[src/rtl/ps2_host_tx.sv]
// PS/2 host-to-device transmitter: inhibits the bus, sends start/8 data/odd parity/stop
// on device-generated clock falls, then samples the device acknowledge.
module ps2_host_tx #(
    parameter int INHIBIT_CYCLES = 5000,
    parameter int SETUP_CYCLES   = 50,
    parameter int TIMEOUT_CYCLES = 750000,
    parameter int FILTER_LEN     = 8
) (
    input  logic       i_clk,
    input  logic       i_rst_n,
    input  logic [7:0] i_data,
    input  logic       i_start,
    output logic       o_busy,
    output logic       o_done,
    output logic       o_ack_ok,
    output logic       o_timeout,
    input  logic       i_ps2_clk,
    input  logic       i_ps2_dat,
    output logic       o_ps2_clk_low,
    output logic       o_ps2_dat_low
);
    localparam int CNT_MAX = (TIMEOUT_CYCLES > INHIBIT_CYCLES) ?
                             ((TIMEOUT_CYCLES > SETUP_CYCLES) ? TIMEOUT_CYCLES : SETUP_CYCLES) :
                             ((INHIBIT_CYCLES > SETUP_CYCLES) ? INHIBIT_CYCLES : SETUP_CYCLES);
    localparam int CW = $clog2(CNT_MAX + 1);
    localparam int FW = $clog2(FILTER_LEN + 1);

    localparam logic [2:0] S_IDLE    = 3'd0;
    localparam logic [2:0] S_INHIBIT = 3'd1;
    localparam logic [2:0] S_REQ     = 3'd2;
    localparam logic [2:0] S_SEND    = 3'd3;
    localparam logic [2:0] S_ACK     = 3'd4;
    localparam logic [2:0] S_WAIT    = 3'd5;

    logic [2:0]    r_state;
    logic [CW-1:0] r_cnt;
    logic [3:0]    r_bit_idx;
    logic [9:0]    r_frame;
    logic          r_dat_low;
    logic          r_done;
    logic          r_ack_ok;
    logic          r_timeout;
    logic          r_clk_s1, r_clk_s2, r_dat_s1, r_dat_s2;
    logic          r_filt, r_filt_d;
    logic [FW-1:0] r_filt_cnt;
    logic          w_fall;
    logic          w_accept;

    assign w_fall   = r_filt_d & ~r_filt;
    // The o_done cycle still counts as busy, so a start there is dropped.
    assign w_accept = (r_state == S_IDLE) && !r_done && i_start;

    always_ff @(posedge i_clk or negedge i_rst_n) begin
        if (!i_rst_n) begin
            r_clk_s1   <= 1'b1;
            r_clk_s2   <= 1'b1;
            r_dat_s1   <= 1'b1;
            r_dat_s2   <= 1'b1;
            r_filt     <= 1'b1;
            r_filt_d   <= 1'b1;
            r_filt_cnt <= '0;
        end else begin
            r_clk_s1 <= i_ps2_clk;
            r_clk_s2 <= r_clk_s1;
            r_dat_s1 <= i_ps2_dat;
            r_dat_s2 <= r_dat_s1;
            r_filt_d <= r_filt;
            // The filtered clock flips only after FILTER_LEN consecutive differing samples.
            if (r_clk_s2 == r_filt) begin
                r_filt_cnt <= '0;
            end else if (r_filt_cnt == FW'(FILTER_LEN - 1)) begin
                r_filt     <= r_clk_s2;
                r_filt_cnt <= '0;
            end else begin
                r_filt_cnt <= r_filt_cnt + 1'b1;
            end
        end
    end

    always_ff @(posedge i_clk or negedge i_rst_n) begin
        if (!i_rst_n) begin
            r_state   <= S_IDLE;
            r_cnt     <= '0;
            r_bit_idx <= '0;
            r_frame   <= '0;
            r_dat_low <= 1'b0;
            r_done    <= 1'b0;
            r_ack_ok  <= 1'b0;
            r_timeout <= 1'b0;
        end else begin
            r_done <= 1'b0;
            case (r_state)
                S_IDLE: begin
                    if (w_accept) begin
                        r_state   <= S_INHIBIT;
                        r_frame   <= {1'b1, ~^i_data, i_data};
                        r_cnt     <= '0;
                        r_ack_ok  <= 1'b0;
                        r_timeout <= 1'b0;
                    end
                end
                S_INHIBIT: begin
                    if (r_cnt == CW'(INHIBIT_CYCLES - 1)) begin
                        r_state   <= S_REQ;
                        r_cnt     <= '0;
                        r_dat_low <= 1'b1;
                    end else begin
                        r_cnt <= r_cnt + 1'b1;
                    end
                end
                S_REQ: begin
                    if (r_cnt == CW'(SETUP_CYCLES - 1)) begin
                        r_state   <= S_SEND;
                        r_cnt     <= '0;
                        r_bit_idx <= '0;
                    end else begin
                        r_cnt <= r_cnt + 1'b1;
                    end
                end
                S_SEND, S_ACK, S_WAIT: begin
                    // Timeout is checked first so it beats a coincident acknowledge fall.
                    if (r_cnt == CW'(TIMEOUT_CYCLES - 1)) begin
                        r_state   <= S_IDLE;
                        r_dat_low <= 1'b0;
                        r_done    <= 1'b1;
                        r_ack_ok  <= 1'b0;
                        r_timeout <= 1'b1;
                    end else begin
                        r_cnt <= r_cnt + 1'b1;
                        if (r_state == S_SEND) begin
                            if (w_fall) begin
                                r_dat_low <= ~r_frame[0];
                                r_frame   <= {1'b0, r_frame[9:1]};
                                r_bit_idx <= r_bit_idx + 1'b1;
                                if (r_bit_idx == 4'd9) begin
                                    r_state <= S_ACK;
                                end
                            end
                        end else if (r_state == S_ACK) begin
                            if (w_fall) begin
                                r_ack_ok <= ~r_dat_s2;
                                r_state  <= S_WAIT;
                            end
                        end else if (r_filt && r_dat_s2) begin
                            r_state <= S_IDLE;
                            r_done  <= 1'b1;
                        end
                    end
                end
                default: begin
                    r_state   <= S_IDLE;
                    r_dat_low <= 1'b0;
                end
            endcase
        end
    end

    assign o_busy        = (r_state != S_IDLE) || r_done;
    assign o_done        = r_done;
    assign o_ack_ok      = r_ack_ok;
    assign o_timeout     = r_timeout;
    assign o_ps2_clk_low = (r_state == S_INHIBIT) || (r_state == S_REQ);
    assign o_ps2_dat_low = r_dat_low;
endmodule

[config.mk]
export PLATFORM = sky130hd
export DESIGN_NAME = ps2_host_tx
export DESIGN_NICKNAME = d
export VERILOG_FILES = /design/src/rtl/ps2_host_tx.sv
export SDC_FILE = /design/constraint.sdc
export NUM_CORES = 1
export LEC_CHECK = 0
export ABC_CLOCK_PERIOD_IN_PS = 2700
export CAP_MARGIN = 30
export CELL_PAD_IN_SITES_DETAIL_PLACEMENT = 0
export CELL_PAD_IN_SITES_GLOBAL_PLACEMENT = 1
export CORE_MARGIN = 8
export CORE_UTILIZATION = 25
export DETAILED_ROUTE_END_ITERATION = 8
export PLACE_DENSITY = 0.58
export SLEW_MARGIN = 10
export SYNTH_ARGS = -nofsm -noshare
export SYNTH_HDL_FRONTEND = slang
export SYNTH_SLANG_ARGS = --single-unit
[constraint.sdc]
create_clock -name i_clk -period 2.7 [get_ports i_clk]
set_clock_uncertainty 0.05 [all_clocks]
set_input_delay 0.27 -clock i_clk [delete_from_list [all_inputs] [get_ports i_clk]]
set_output_delay 0.27 -clock i_clk [all_outputs]
set_load 0.01 [all_outputs]
==> flow_metrics.env <==
export IMPL_reg2regPathDepth=6
export IMPL_total_clock_buffers_created_by_cts=5
export IMPL_post_dp_hpwl_um=4700
export IMPL_reported_max_cap_violation_count=0
export IMPL_yosysSeqAreaShare=0.448
export IMPL_synthAdderAreaFrac=0.0218
export IMPL_required_ns=2.81
export IMPL_met1Wirelength_um=3120
export IMPL_antenna_diode_count=0
export IMPL_placedInstanceArea_um2=3230
export IMPL_synth_top_flop_cell="dfrtp_1"
export IMPL_postSynthCellCount=300
export IMPL_cts_resized_gates=0
export IMPL_nNetsFinal=346
export IMPL_report_final_slew_viol_count=0
export IMPL_critical_path_class="reg -> reg"
export IMPL_cts_root_buf="clkbuf_16"
export IMPL_die_height_um=123
export IMPL_final_design_area_no_fill_um2=3410
export IMPL_timing_slew_headroom=0.640
export IMPL_fin_setup_tns_ns=0
export IMPL_vdd_ir_drop_max_uv=248
export IMPL_synth_xor_area_frac=0.0826
export IMPL_timing_critical_path_max_delay_family="simple AND/OR/NAND/NOR gates"
export IMPL_cp_data_arrival_time_ns=2.61
export IMPL_worst_path_max_delay_cell="or4_1"
export IMPL_io_pins=19
export IMPL_maximum_number_of_pins_on_one_net_before_global_route_repair=38
export IMPL_synthDominantCellAreaShare=0.393
export IMPL_seq_area_um2=1280
export IMPL_dr_wl_met3_um=104
export IMPL_worst_hold_path_type="in -> async"
export IMPL_clkSlewWorstSetupHoldPaths_ns=0.06
export IMPL_placedCellCount=462
export IMPL_postSynthNetCount=318
export IMPL_max_freq_mhz=400
export IMPL_setup_repair_after_global_routing_missed_its_margin="no"
export IMPL_drc=0
export IMPL_setup_viol_count_final=0
export IMPL_drive_above_1_share=0.143
export IMPL_post_synth_instance_area_um2=2860
export IMPL_synth_yosys_warnings=0
export IMPL_critical_path_cell_count=6
export IMPL_h_tree_depth=2
export IMPL_grt_antenna_before_repair=0
export IMPL_clk_path_buf_depth=2
export IMPL_crit_fanout=4
export IMPL_finish_cell_count_without_fillers=472
export IMPL_avgRoutedWirePerCell_um=13.4
export IMPL_leakage_uw=0.00137
export IMPL_multiInputGateArea_um2=1440
export IMPL_power_density_cell_area_nw_per_um2=484
export IMPL_synth_edff_count=0
export IMPL_critical_path_endpoint_type="flop"
export IMPL_routed_via_density=4.62
export IMPL_synth_simple_area_share=0.276
export IMPL_tritoncts="yes"
export IMPL_fp_dieW_um=123
export IMPL_synth_compound_gate_area_share=0.108
export IMPL_wl_met2_um=3060
export IMPL_fp_row_count=39
export IMPL_grt_first_pass_wirelength_um=10600
export IMPL_num_vias=2181
export IMPL_count_of_buffering_cells_on_the_critical_path_with_inverters_included=0
export IMPL_worst_pin_slew_ns=0.535
export IMPL_grt_use_total=0.0877
export IMPL_synth_area_per_cell_um2=9.55
export IMPL_area_of_the_die_um2=15100
export IMPL_drt_antenna_violating_nets=0
export IMPL_worstSetupStartpointType="flop"
export IMPL_top_signal_layer_used="met4"
export IMPL_largest_family_of_logic_cells_by_synthesized_area="simple AND/OR/NAND/NOR gates"
export IMPL_floorplan_core_area_um2=11300
export IMPL_synth_top_area_cell="dfrtp_1"
export IMPL_delay_of_the_slowest_cell_on_the_worst_path_ns=0.59
export IMPL_drt_initial_drc_count=96
export IMPL_hold_violations_final=0
export IMPL_initial_utilization=0.253
export IMPL_clock_sinks=51
export IMPL_crit_chain="or4_1 -> nor4_2 -> a2111oi_2 -> a221oi_1 -> nand3_2 -> mux2_1"
export IMPL_vias_in_the_first_global_route=2111
export IMPL_synth_area_leaders="dfrtp_1 39%, xnor2_1 8.0%, nor2_1 5.6%"
export IMPL_yosysUniqueCellTypes=61
export IMPL_post_cts_buffers=0
export IMPL_yosys_register_bits=51
export IMPL_wl_um=6350
export IMPL_synth_area_mux_share=0.0153
export IMPL_layout_min_cycle_time_ns=2.50
export IMPL_layout_area_overhead_vs_synth_pct=19.1
export IMPL_min_period_over_period=0.925
export IMPL_async_reset_ff_frac=1.00
export IMPL_run_status="complete, no violations"
export IMPL_grt_overflow_total=0
export IMPL_port_bufs=18
export IMPL_gp_congestion=0.780
export IMPL_source_to_sink_clock_delay_at_the_later_pin_of_the_worst_skew_pair_ns=0.29
export IMPL_n_fill_cell=1193
export IMPL_detailed_routing_iteration_count_for_the_pre_antenna_repair_pass=4
per-layer routing:
metal  up-vias  GRT usage
li1       1106          -
met1      1052      0.111
met2        19      0.148
met3         4     0.0151
met4         0     0.0293
met5         -          0
path summary, 6_finish.rpt:
check	start	end	slack [ns]
min in group i_clk	r_clk_s1$_DFF_PN1_	r_clk_s2$_DFF_PN1_	0.31
worst min register to register	r_clk_s1$_DFF_PN1_	r_clk_s2$_DFF_PN1_	0.31
worst max-delay path	r_cnt[3]$_DFFE_PN0P_	r_state[1]$_DFFE_PN0P_	0.20
max in group asynchronous	i_rst_n	r_cnt[17]$_DFFE_PN0P_	1.66
worst max register to register	r_cnt[3]$_DFFE_PN0P_	r_state[1]$_DFFE_PN0P_	0.20
worst min-delay path	i_rst_n	r_filt_cnt[1]$_DFF_PN0_	0.31
where the power goes:
part           internal [uW]  switching [uW]
clock                    368             275
combinational           79.7            83.1
sequential               815            30.9
total                   1260             389
through the flow:
| step | hold WS [ns] | setup WS [ns] | util | power [uW] |
|---|---|---|---|---|
| final | 0.306 | 0.202 | 0.301 | 1650 |
| after global placement | 0.297 | 0.0839 | 0.286 | 1020 |
| after CTS | 0.0891 | 0.165 | 0.299 | 1680 |
| after global routing | 0.313 | 0.0594 | 0.301 | 1740 |
| after floorplan | -0.0756 | 0.377 | - | 954 |
| after detailed placement | 0.297 | 0.0942 | 0.286 | 1020 |
flip-flops by register name, indices dropped and copies added (netlist names), 3 cells and up:
signal	flops
r_bit_idx	4
r_cnt	20
r_filt_cnt	4
r_frame	10
r_state	3
layout by cell type, fill, tap and decap left out, types with 3 or more instances in the layout:
cell	count
a21oi_1	8
a22o_1	3
a31oi_1	8
buf_4	15
clkbuf_16	5
clkdlybuf4s50_1	17
dfrtp_1	45
dfstp_2	6
ha_1	5
inv_1	6
nand2_1	33
nand2b_1	3
nand3_1	9
nand4_1	6
nor2_1	43
nor3_1	13
nor3b_1	3
nor4_1	3
nor4b_1	4
o21a_1	3
o21ai_0	10
or3_1	3
xnor2_1	26
cell families after synthesis:
logic type,after synthesis
XOR/XNOR,27
AO/OA/AOI/OAI,45
buffers and inverters,21
adder cells (fa/ha/maj),5
flip-flops,51
AND/OR/NAND/NOR,147
multiplexers,4
worst reg2reg max path, cell delays in order (launching register included):
cell       delay [ns]
dfrtp_1          0.42
or4_1            0.59
nor4_2           0.32
a2111oi_2        0.16
a221oi_1         0.34
nand3_2          0.17
mux2_1           0.34
repair_timing:
| item | 4_1_cts | 5_1_grt |
|---|---|---|
| hold buffers | 0 | 1 |
| endpoints found under the hold margin | 0 | 5 |
| endpoints found under the setup margin | 0 | 0 |
synthesized netlist by cell type (4+ instances only):
| master | n |
|---|---|
| a21oi_1 | 8 |
| nand4_1 | 6 |
| nand3_1 | 9 |
| clkbuf_1 | 5 |
| a31oi_1 | 8 |
| ha_1 | 5 |
| dfstp_2 | 6 |
| nor2_1 | 43 |
| xnor2_1 | 26 |
| nand2_1 | 33 |
| dfrtp_1 | 45 |
| o21ai_0 | 10 |
| inv_1 | 6 |
| nor4b_1 | 4 |
| nor3_1 | 13 |
cell type report:
| cell class | instances | area share |
|---|---|---|
| clock buffer | 7 | 0.0418 |
| tap | 143 | 0.0524 |
| sequential | 51 | 0.376 |
| timing repair buffer | 36 | 0.0990 |
| inverter | 6 | 0.00660 |
| multi-input combinational | 228 | 0.422 |
| clock inverter | 1 | 0.00147 |
No activity file was read; power rests on OpenSTA's default activity.
